==> src/rtl/ddc_retune_controller.sv <==
// Retune sequencer for the downconverter DDS: takes a new phase increment, loads it
// immediately or on a sync strobe, then blanks the I/Q stream until old-frequency samples flush.
module ddc_retune_controller #(
  parameter int WIDTH         = 16,
  parameter int FLUSH_SAMPLES = 64,
  parameter int SYNC_TIMEOUT  = 4096
) (
  input  logic                    i_clock,
  input  logic                    i_reset_n,
  input  logic [31:0]             i_cfg_phase_inc,
  input  logic                    i_cfg_at_sync,
  input  logic                    i_cfg_valid,
  output logic                    o_cfg_ready,
  input  logic                    i_sync,
  output logic [31:0]             o_phase_inc,
  output logic                    o_phase_inc_valid,
  input  logic signed [WIDTH-1:0] i_inph_data,
  input  logic signed [WIDTH-1:0] i_quad_data,
  input  logic                    i_valid,
  output logic signed [WIDTH-1:0] o_inph_data,
  output logic signed [WIDTH-1:0] o_quad_data,
  output logic                    o_valid,
  output logic                    o_busy,
  output logic                    o_done,
  output logic                    o_sync_timeout,
  output logic [31:0]             o_active_phase_inc
);

  localparam int WAIT_W = (SYNC_TIMEOUT > 0) ? $clog2(SYNC_TIMEOUT + 1) : 1;
  localparam logic [WAIT_W-1:0] WAIT_LAST = WAIT_W'(SYNC_TIMEOUT - 1);
  localparam logic [WAIT_W-1:0] WAIT_MAX  = '1;
  localparam logic [15:0]       FLUSH_LAST = 16'(FLUSH_SAMPLES - 1);

  typedef enum logic [1:0] {
    S_IDLE  = 2'd0,
    S_ARMED = 2'd1,
    S_APPLY = 2'd2,
    S_FLUSH = 2'd3
  } state_t;

  state_t                  r_state;
  logic [31:0]             r_phase_inc;
  logic                    r_phase_inc_valid;
  logic [31:0]             r_active_phase_inc;
  logic                    r_done;
  logic                    r_sync_timeout;
  logic [WAIT_W-1:0]       r_wait_cnt;
  logic [15:0]             r_flush_cnt;
  logic signed [WIDTH-1:0] r_inph_p1;
  logic signed [WIDTH-1:0] r_quad_p1;
  logic                    r_vld_p1;

  logic w_ready;
  logic w_accept;
  logic w_mute;
  logic w_timeout_hit;
  logic w_last_beat;

  assign w_ready       = (r_state == S_IDLE) && i_reset_n;
  assign w_accept      = w_ready && i_cfg_valid;
  assign w_mute        = (r_state == S_APPLY) || (r_state == S_FLUSH);
  // A strobe in the same cycle as the timeout takes priority, so the timeout is only
  // considered when i_sync is low.
  assign w_timeout_hit = (SYNC_TIMEOUT != 0) && (r_wait_cnt == WAIT_LAST) && !i_sync;
  assign w_last_beat   = i_valid && (r_flush_cnt == FLUSH_LAST);

  // Control FSM with registered pulse outputs
  always_ff @(posedge i_clock) begin
    if (!i_reset_n) begin
      r_state            <= S_IDLE;
      r_phase_inc        <= '0;
      r_phase_inc_valid  <= 1'b0;
      r_active_phase_inc <= '0;
      r_done             <= 1'b0;
      r_sync_timeout     <= 1'b0;
      r_wait_cnt         <= '0;
      r_flush_cnt        <= '0;
    end else begin
      r_phase_inc_valid <= 1'b0;
      r_done            <= 1'b0;
      case (r_state)
        S_IDLE: begin
          if (w_accept) begin
            r_phase_inc <= i_cfg_phase_inc;
            r_wait_cnt  <= '0;
            if (i_cfg_at_sync) begin
              r_state <= S_ARMED;
            end else begin
              r_state            <= S_APPLY;
              r_phase_inc_valid  <= 1'b1;
              r_active_phase_inc <= i_cfg_phase_inc;
            end
          end
        end
        S_ARMED: begin
          if (i_sync || w_timeout_hit) begin
            r_state            <= S_APPLY;
            r_phase_inc_valid  <= 1'b1;
            r_active_phase_inc <= r_phase_inc;
            if (w_timeout_hit) begin
              r_sync_timeout <= 1'b1;
            end
          end
          if (r_wait_cnt != WAIT_MAX) begin
            r_wait_cnt <= r_wait_cnt + 1'b1;
          end
        end
        S_APPLY: begin
          r_state     <= S_FLUSH;
          r_flush_cnt <= '0;
        end
        S_FLUSH: begin
          if (w_last_beat) begin
            r_state     <= S_IDLE;
            r_done      <= 1'b1;
            r_flush_cnt <= '0;
          end else if (i_valid) begin
            r_flush_cnt <= r_flush_cnt + 16'd1;
          end
        end
        default: r_state <= S_IDLE;
      endcase
    end
  end

  // Stage p1: registered pass-through with valid gating while muted
  always_ff @(posedge i_clock) begin
    if (!i_reset_n) begin
      r_inph_p1 <= '0;
      r_quad_p1 <= '0;
      r_vld_p1  <= 1'b0;
    end else begin
      r_inph_p1 <= i_inph_data;
      r_quad_p1 <= i_quad_data;
      r_vld_p1  <= i_valid && !w_mute;
    end
  end

  assign o_cfg_ready        = w_ready;
  assign o_phase_inc        = r_phase_inc;
  assign o_phase_inc_valid  = r_phase_inc_valid;
  assign o_active_phase_inc = r_active_phase_inc;
  assign o_busy             = (r_state != S_IDLE);
  assign o_done             = r_done;
  assign o_sync_timeout     = r_sync_timeout;
  assign o_inph_data        = r_inph_p1;
  assign o_quad_data        = r_quad_p1;
  assign o_valid            = r_vld_p1;

endmodule
==> config.mk <==
export PLATFORM = sky130hd
export DESIGN_NAME = ddc_retune_controller
export DESIGN_NICKNAME = d
export VERILOG_FILES = /design/src/rtl/ddc_retune_controller.sv
export SDC_FILE = /design/constraint.sdc
export NUM_CORES = 1
export LEC_CHECK = 0
export CAP_MARGIN = 30
export CORE_ASPECT_RATIO = 0.7
export CORE_MARGIN = 3
export CORE_UTILIZATION = 49
export DETAILED_ROUTE_END_ITERATION = 16
export PLACE_DENSITY = 0.82
export SYNTH_ARGS = -nofsm -noshare
export SYNTH_HDL_FRONTEND = slang
export SYNTH_SLANG_ARGS = --single-unit
export TNS_END_PERCENT = 30
==> constraint.sdc <==
create_clock -name i_clock -period 4.5 [get_ports i_clock]
set_clock_uncertainty 0.1 [all_clocks]
set_input_delay 0.9 -clock i_clock [delete_from_list [all_inputs] [get_ports i_clock]]
set_output_delay 0.9 -clock i_clock [all_outputs]
set_load 0.02 [all_outputs]
Word level (Yosys, flattened, before mapping)
Cells that the tools add are included.
Operators by class
  multiplexer cells: 20
  add/sub/neg operators: 2
  reductions and logical operators: 20
  eq/ne operators: 12
Operators with widths (count)
  32-bit 2-to-1 mux: 3
  32-bit one-hot mux with 2 select lines: 1
  16-bit 2-to-1 mux: 2
  16-bit one-hot mux with 2 select lines: 1
  13-bit 2-to-1 mux: 2
  13-bit one-hot mux with 2 select lines: 1
  16-bit by 1-bit adder with 16-bit output (second input constant): 1
  16-bit by 6-bit equality test with 1-bit output (second input constant): 1
  13-bit by 1-bit adder with 13-bit output (second input constant): 1
  13-bit by 12-bit equality test with 1-bit output (second input constant): 1
  13-bit inequality test (second input constant): 1
  2-bit inequality test (second input constant): 5
  3-bit AND reduction: 3
  2-bit 2-to-1 mux: 4
  2-bit one-hot mux with 4 select lines: 1
  2-bit AND reduction: 3
  2-bit nonzero test: 3
  1-bit logical AND: 5
  2-bit equality test (second input constant): 2
  1-bit 2-to-1 mux: 4
  4-bit AND reduction: 1
  3-bit inequality test (second input constant): 1
  2-bit by 1-bit equality test with 1-bit output (second input constant): 1
  1-bit zero test: 2
  other kinds (3): 4
Storage, ports and cells
  input port bits: 70
  register bits after elaboration: 131
  output and inout port bits: 102
  logic and storage cells: 65

Depth between registers and ports, before layout
Gate-level depths: netlist of the first run.
  depth after elaboration: 5
  depth in mapped cells: 9
  depth with buffers taken out: 7

Least setup slack after synthesis of the first run
OpenSTA, ideal clock, no wires.
  kind: input port to output port
  from: input i_reset_n
  to: output o_cfg_ready
  data arrival time: 1.936 ns
  buffers on the path: 3
  stages on the path: 4
  path slack: 1.564 ns
  cell sequence: clkbuf_1 -> clkbuf_1 -> clkbuf_1 -> and2_1
Between the ends
  word-level cells in the longest chain between the ends: 1
RTL lines
  start: declaration: RTL line 9  | input logic i_reset_n,
  1-bit logical AND: RTL line 59  | assign w_ready = (r_state == S_IDLE) && i_reset_n;
  end: declaration: RTL line 13  | output logic o_cfg_ready,
No other way between the ends.

Final worst setup path of the first run
  from: input i_cfg_valid
  to: register r_active_phase_inc[6], in the netlist o_active_phase_inc[6]
Between the ends
  word-level cells in the longest chain between the ends: 3
RTL lines
  start: declaration: RTL line 12  | input logic i_cfg_valid,
  1-bit logical AND: RTL line 60  | assign w_accept = w_ready && i_cfg_valid;
  2-bit inequality test (no source line)
  4-bit AND reduction (no source line)
  end signal: assignment: RTL line 91  | r_active_phase_inc <= i_cfg_phase_inc;
  end signal: assignment: RTL line 99  | r_active_phase_inc <= r_phase_inc;
  end: declaration: RTL line 44  | logic [31:0] r_active_phase_inc;
No other way between the ends.
A chain may end at the register's enable or synchronous reset.

==> impl_metrics.py, run 1 <==
metrics = {
    "run_status": {
        "outcome": "finished clean",
    },
    "yosys": {
        "synthAdderAreaFrac_pct": 1.67,
        "yosys.area_share.simple_pct": 23.9,
        "seq_area_frac_synth_pct": 50.0,
        "synth_compound_area_share_pct": 12.0,
        "synthCells": 567,
        "synth_edf_count": 0,
        "ys_async_sr_fraction_pct": 0,
        "yosys.area_share.xor_xnor_pct": 2.01,
        "avgSynthCellArea_um2": 9.24,
        "synth_ff_type": "dfxtp_1",
        "ys_seq_elements": 131,
        "yosysWarnings": 0,
        "synth_top_family_by_area": "simple AND/OR/NAND/NOR gates",
        "muxShareOfSynthArea_pct": 7.28,
        "syn_area_mm2": 0.00524,
        "synth_cell_types": 50,
        "syn_nets": 644,
    },
    "sta": {
        "relSlewSlack_pct": 35.0,
        "worst_pin_slew_ps": 948,
        "setup_violations": 0,
        "hold_viol_final": 0,
        "slew_viol_final": 0,
        "grt_setup_unrepaired": "no",
        "min_period_ps": 2990,
        "timing.hold.ws_ps": 366,
        "finalCritPeriodShare_pct": 66.5,
        "fmax_mhz": 334,
        "timing.setup.tns_ps": 0,
    },
    "power_and_ir_drop": {
        "p_leak_nw": 3.35,
        "peakVddDrop_mv": 0.462,
        "power_density_mw_per_mm2": 519,
        "totalPowerFinal_mw": 4.01,
    },
    "detailed_routing": {
        "routed-via-count": 4633,
        "drc_errors": 0,
        "wl_um": 13800,
        "drtAntennaViolNets": 0,
        "drt_iter0_drc": 307,
        "drt-pass1-iter-count": 4,
        "wl_per_cell_um": 15.9,
        "viasPerCell": 5.33,
    },
    "clocking": {
        "h-tree-depth": 4,
        "clk_pin_slew_worst_paths_ps": 60,
        "cts_setup_buffers": 0,
        "cts-root-buf": "clkbuf_16",
        "clock_sinks": 131,
        "ctsResizeCount": 0,
        "cts_buffer_depth": 2,
        "cts_buffers": 17,
        "holdBufCountCts": 0,
        "cts_tree": "built",
        "insertion_delay_ps": 410,
    },
    "floorplanning": {
        "die_h_um": 92.5,
        "core_mm2": 0.0101,
        "num_rows": 30,
        "die_w_um": 130,
        "io_pins": 172,
        "die_area_mm2": 0.0120,
        "initial_core_util_pct": 52.1,
    },
    "worst_setup_path": {
        "r2r-start": "r_state[1]",
        "rr_worst_depth": 9,
        "crit_path_max_fanout": 64,
        "r2r-end": "o_active_phase_inc[6]",
        "cp-end-kind": "flip-flop",
        "regToRegSetupSlack_ps": 1790,
        "required_ps": 4700,
        "critPathKind": "input port to flip-flop",
        "worstPathArrival_ps": 3200,
        "worst_setup_path_start_kind": "input port",
    },
    "placed_design": {
        "port_buffers": 171,
        "hpwl_um": 9290,
        "gp_congestion": 0.851,
    },
    "cells_and_area": {
        "syn_to_final_growth_pct": 47.5,
        "diodes": 0,
        "drive_gt1_share_pct": 6.21,
        "fillers": 675,
        "nNetsFinal": 805,
    },
    "grt": {
        "grt_overflow": 0,
        "grt_pass1_vias": 4606,
        "grt_pass1_wl_um": 22800,
        "grt.total_usage_pct": 23.9,
        "antenna_found_initial": 0,
        "grt_max_degree": 103,
    },
    "flow_run": {
        "maxCapViolations": 0,
    },
    "min_path": {
        "min_path_type": "flip-flop to flip-flop",
        "hold_path_end": "o_sync_timeout",
        "worstHoldStart": "o_sync_timeout",
        "holdPathStages": 1,
    },
}
-- placed cells by master (no fill, tap or decap), types with 3 or more instances in the layout --
cell / synthesis / final
o211a_1: 32 / 32
nand3_1: 48 / 48
clkdlybuf4s50_1: 0 / 170
nor3_1: 6 / 6
o21ai_0: 8 / 8
nand2_1: 121 / 121
xor2_1: 9 / 9
o31ai_1: 4 / 4
and3_1: 5 / 5
and2_1: 35 / 35
nor2_1: 24 / 24
a41oi_1: 4 / 4
dfxtp_1: 131 / 131
buf_4: 0 / 6
xnor2_1: 3 / 3
inv_1: 6 / 6
nand4_1: 3 / 3
and4_1: 3 / 3
bufinv_16: 0 / 6
nor2b_1: 5 / 5
nand2b_1: 4 / 4
ha_1: 7 / 6
mux2i_1: 37 / 37
a21boi_0: 7 / 7
clkbuf_16: 0 / 17
-- where the power goes --
part           total (mW)  leakage [nW]  internal, mW  switching (mW)
logic                1.05          1.95         0.483           0.562
registers            1.39          1.07          1.30          0.0883
clock network        1.58         0.327          1.07           0.507
-- routing by layer --
layer | routed length (um) | GRT usage, %
met2 | 6600 | 37.6
met1 | 5900 | 30.1
met3 | 1050 | 8.99
met5 | 0 | 0
met4 | 219 | 8.39
-- worst max-delay path, cell delays in order --
cell and delay (ps):
clkdlybuf4s50_1 560, and3_1 180, buf_4 360, nand2b_1 180, a2bb2oi_4 160, buf_4 520, nand2_1 150, o211a_1 170
-- worst max path at each step --
stage | from | end | slack [ps]
2_1_floorplan | i_reset_n | o_cfg_ready | 1560
3_3_place_gp | i_cfg_valid | o_active_phase_inc[11] | 1260
3_5_place_dp | i_cfg_valid | o_active_phase_inc[6] | 1160
4_1_cts | r_state[0] | o_busy | 1500
5_1_grt | i_cfg_valid | o_active_phase_inc[21] | 1340
6_report | i_cfg_valid | o_active_phase_inc[6] | 1510
-- synth_stat cells (7+ instances only) --
| cell | n | area, um^2 |
|---|---|---|
| nand3_1 | 48 | 240 |
| xor2_1 | 9 | 78.8 |
| ha_1 | 7 | 87.6 |
| o211a_1 | 32 | 320 |
| o21ai_0 | 8 | 40.0 |
| nor2_1 | 24 | 90.1 |
| a21boi_0 | 7 | 52.6 |
| mux2i_1 | 37 | 370 |
| buf_2 | 8 | 40.0 |
| and2_1 | 35 | 219 |
| dfxtp_1 | 131 | 2620 |
| nand2_1 | 121 | 454 |
| clkbuf_1 | 26 | 97.6 |
-- cell families (layout without fill, tap and decap cells) --
group / Yosys count / in the layout
AND/OR/NAND/NOR: 265 / 265
flip-flops: 131 / 131
AO/OA/AOI/OAI: 73 / 73
buffers and inverters: 41 / 215
multiplexers: 38 / 38
XOR/XNOR: 12 / 12
adder cells (fa/ha/maj): 7 / 7
-- registers in the layout (all words and copies together), names as in the netlist --
| signal | cells |
|---|---|
| o_active_phase_inc | 32 |
| o_phase_inc | 32 |
| o_inph_data | 16 |
| o_quad_data | 16 |
| r_flush_cnt | 16 |
| r_wait_cnt | 13 |
| r_state | 2 |
| o_done | 1 |
| o_phase_inc_valid | 1 |
| o_sync_timeout | 1 |
| o_valid | 1 |
-- metrics by stage --
| step | worst slack (ps) | instance area [um^2] | cells | utilization, % |
|---|---|---|---|---|
| after CTS | 1500 | 7730 | 869 | 76.8 |
| after detailed placement | 1160 | 7050 | 837 | 70.0 |
| after global routing | 1340 | 7730 | 869 | 76.8 |
| after floorplan | 1560 | 5240 | 567 | - |
| final | 1510 | 7730 | 869 | 76.8 |
| after global placement | 1260 | 7020 | 836 | 69.8 |
-- cell type report --
class	count	area, um^2	share of cell area (%)
Multi-Input combinational cell	395	2470	31.9
Inverter	6	22.5	0.291
Timing Repair Buffer	177	1770	23.0
Tap cell	128	160	2.07
Clock buffer	20	457	5.91
Clock inverter	12	226	2.93
Sequential cell	131	2620	33.9
No activity file was read; power rests on OpenSTA's default activity.
==> inputs of run 2 (changes only) <==
--- a/config.mk
+++ b/config.mk
@@ -8,9 +8,9 @@
 export CAP_MARGIN = 30
 export CORE_ASPECT_RATIO = 0.7
 export CORE_MARGIN = 3
-export CORE_UTILIZATION = 49
+export CORE_UTILIZATION = 46
 export DETAILED_ROUTE_END_ITERATION = 16
-export PLACE_DENSITY = 0.82
+export PLACE_DENSITY = 0.77
 export SYNTH_ARGS = -nofsm -noshare
 export SYNTH_HDL_FRONTEND = slang
 export SYNTH_SLANG_ARGS = --single-unit
==> constraint.sdc (replaced) <==
create_clock -name i_clock -period 2.79 [get_ports i_clock]
set_clock_uncertainty 0.1 [all_clocks]
set_input_delay 0.558 -clock i_clock [delete_from_list [all_inputs] [get_ports i_clock]]
set_output_delay 0.558 -clock i_clock [all_outputs]
set_load 0.02 [all_outputs]
==> impl_metrics.py, run 2 (same netlist as run 1, synthesis figures left out) <==
metrics = {
    "worst_setup_path": {
        "critPathKind": "flip-flop to output pin",
        "crit_path_max_fanout": 7,
        "cp-end-kind": "output pin",
        "worstPathArrival_ps": 2010,
        "rr_worst_depth": 6,
        "regToRegSetupSlack_ps": 410,
        "cpMaxStageDelayCell": "clkdlybuf4s50_1",
        "worst_setup_path_start_kind": "flip-flop",
        "required_ps": 2130,
        "crit_path_cell_trace": "inv_1 > ha_1 > inv_1 > clkdlybuf4s50_1",
        "cpPeakStageDelay_ps": 640,
        "cpMostUsedCell": "inv_1",
    },
    "clocking": {
        "h-tree-depth": 4,
        "cts_buffers": 17,
        "cts_buffer_depth": 2,
        "ctsResizeCount": 0,
        "insertion_delay_ps": 410,
        "cts_tree": "built",
        "clock_sinks": 131,
        "cts_setup_buffers": 0,
        "clk_pin_slew_worst_paths_ps": 50,
        "cts-root-buf": "clkbuf_16",
        "holdBufCountCts": 0,
    },
    "cells_and_area": {
        "diodes": 0,
        "mostFrequentLayoutCells": "clkdlybuf4s50_1, dfxtp_1, nand2_1",
        "syn_to_final_growth_pct": 47.2,
        "layout_commonest_cell": "clkdlybuf4s50_1",
        "nNetsFinal": 810,
        "drive_gt1_share_pct": 6.70,
    },
    "detailed_routing": {
        "wl_per_cell_um": 15.3,
        "viasPerCell": 5.12,
        "drc_errors": 0,
        "drtAntennaViolNets": 0,
        "drt_iter0_drc": 231,
        "wl_um": 13700,
        "drt-pass1-iter-count": 4,
        "routed-via-count": 4578,
    },
    "sta": {
        "fmax_mhz": 375,
        "timing.hold.ws_ps": 311,
        "hold_viol_final": 0,
        "timing.setup.tns_ps": 0,
        "worst_pin_slew_ps": 761,
        "slew_viol_final": 0,
        "min_period_ps": 2670,
        "setup_violations": 0,
        "grt_setup_unrepaired": "no",
        "relSlewSlack_pct": 49.3,
        "finalCritPeriodShare_pct": 95.6,
    },
    "floorplanning": {
        "die_w_um": 134,
        "die_h_um": 95.3,
        "die_area_mm2": 0.0127,
        "io_pins": 172,
        "num_rows": 31,
        "core_mm2": 0.0107,
        "initial_core_util_pct": 48.9,
    },
    "min_path": {
        "min_path_type": "input port to flip-flop",
        "holdPathStages": 2,
    },
    "grt": {
        "grt_max_degree": 78,
        "grt_pass1_wl_um": 21800,
        "antenna_found_initial": 0,
        "grt_overflow": 0,
        "grt.total_usage_pct": 21.2,
        "grt_pass1_vias": 4565,
    },
    "power_and_ir_drop": {
        "power_density_mw_per_mm2": 802,
        "p_leak_nw": 3.35,
        "peakVddDrop_mv": 0.535,
    },
    "flow_run": {
        "maxCapViolations": 0,
    },
    "placed_design": {
        "port_buffers": 171,
        "gp_congestion": 0.818,
        "hpwl_um": 9480,
    },
    "run_status": {
        "outcome": "finished clean",
    },
}
==> run 2: changes by cell type in the layout (fill, tap and decap cells not counted), sizes merged <==
cell      before  now
buf            7   12
inv            7    6
clkbuf        20   25
bufinv         6    2
clkinvlp       2    1
clkinv         3    4
==> run 2: critical path, delay by kind of cell (launching register included) <==
| family | cells | cell delay (ps) |
|---|---|---|
| adder cells (fa/ha/maj) | 1 | 290 |
| flip-flops | 1 | 400 |
| buffers and inverters | 3 | 910 |
==> run 2: final cells by class <==
cell class	count	area, um^2
inverters	6	22.5
multi-input cells	395	2470
flip-flops and latches	131	2620
fillers	803	2990
clock buffers	25	515
clock inverters	7	95.1
well taps	148	185
repair buffers	182	1800
==> run 2: power breakdown <==
| group | internal, mW | switching [mW] |
|---|---|---|
| Sequential | 2.10 | 0.143 |
| Combinational | 0.797 | 0.903 |
| Clock | 1.46 | 0.784 |
| Total | 4.35 | 1.83 |
==> run 2: path summary, 6_finish.rpt <==
kind | startpoint | end
worst max-delay path | r_state[1] | o_busy
worst min-delay path | i_reset_n | o_quad_data[15]
worst max register to register | r_flush_cnt[0] | r_flush_cnt[13]
worst min register to register | o_phase_inc[16] | o_phase_inc[16]
==> run 2: per-stage QoR <==
step	util [%]	cells	cell area [um^2]	power [mW]	setup WS, ps
2_1_floorplan	-	567	5240	3.22	538
3_3_place_gp	66.3	862	7100	3.94	375
3_5_place_dp	66.3	862	7100	3.98	247
4_1_cts	72.0	894	7710	6.24	98.5
5_1_grt	72.0	894	7710	6.46	21.9
6_report	72.0	894	7710	6.18	123
==> run 2: metal layers <==
layer,vias to the layer above,GRT usage (%),share of wire [%]
li1,2276,-,-
met4,0,6.85,1.3
met5,-,0,0
met3,14,7.65,7.0
met1,2164,26.4,45
met2,124,34.8,47
==> inputs of run 3 (changes only) <==
--- a/config.mk
+++ b/config.mk
@@ -9,6 +9,7 @@
 export CORE_ASPECT_RATIO = 0.7
 export CORE_MARGIN = 3
 export CORE_UTILIZATION = 46
+export CTS_CLUSTER_DIAMETER = 150
 export DETAILED_ROUTE_END_ITERATION = 16
 export PLACE_DENSITY = 0.77
 export SYNTH_ARGS = -nofsm -noshare
==> results of run 3 <==
The final DEF is identical to that of run 2; final timing and power are the same.
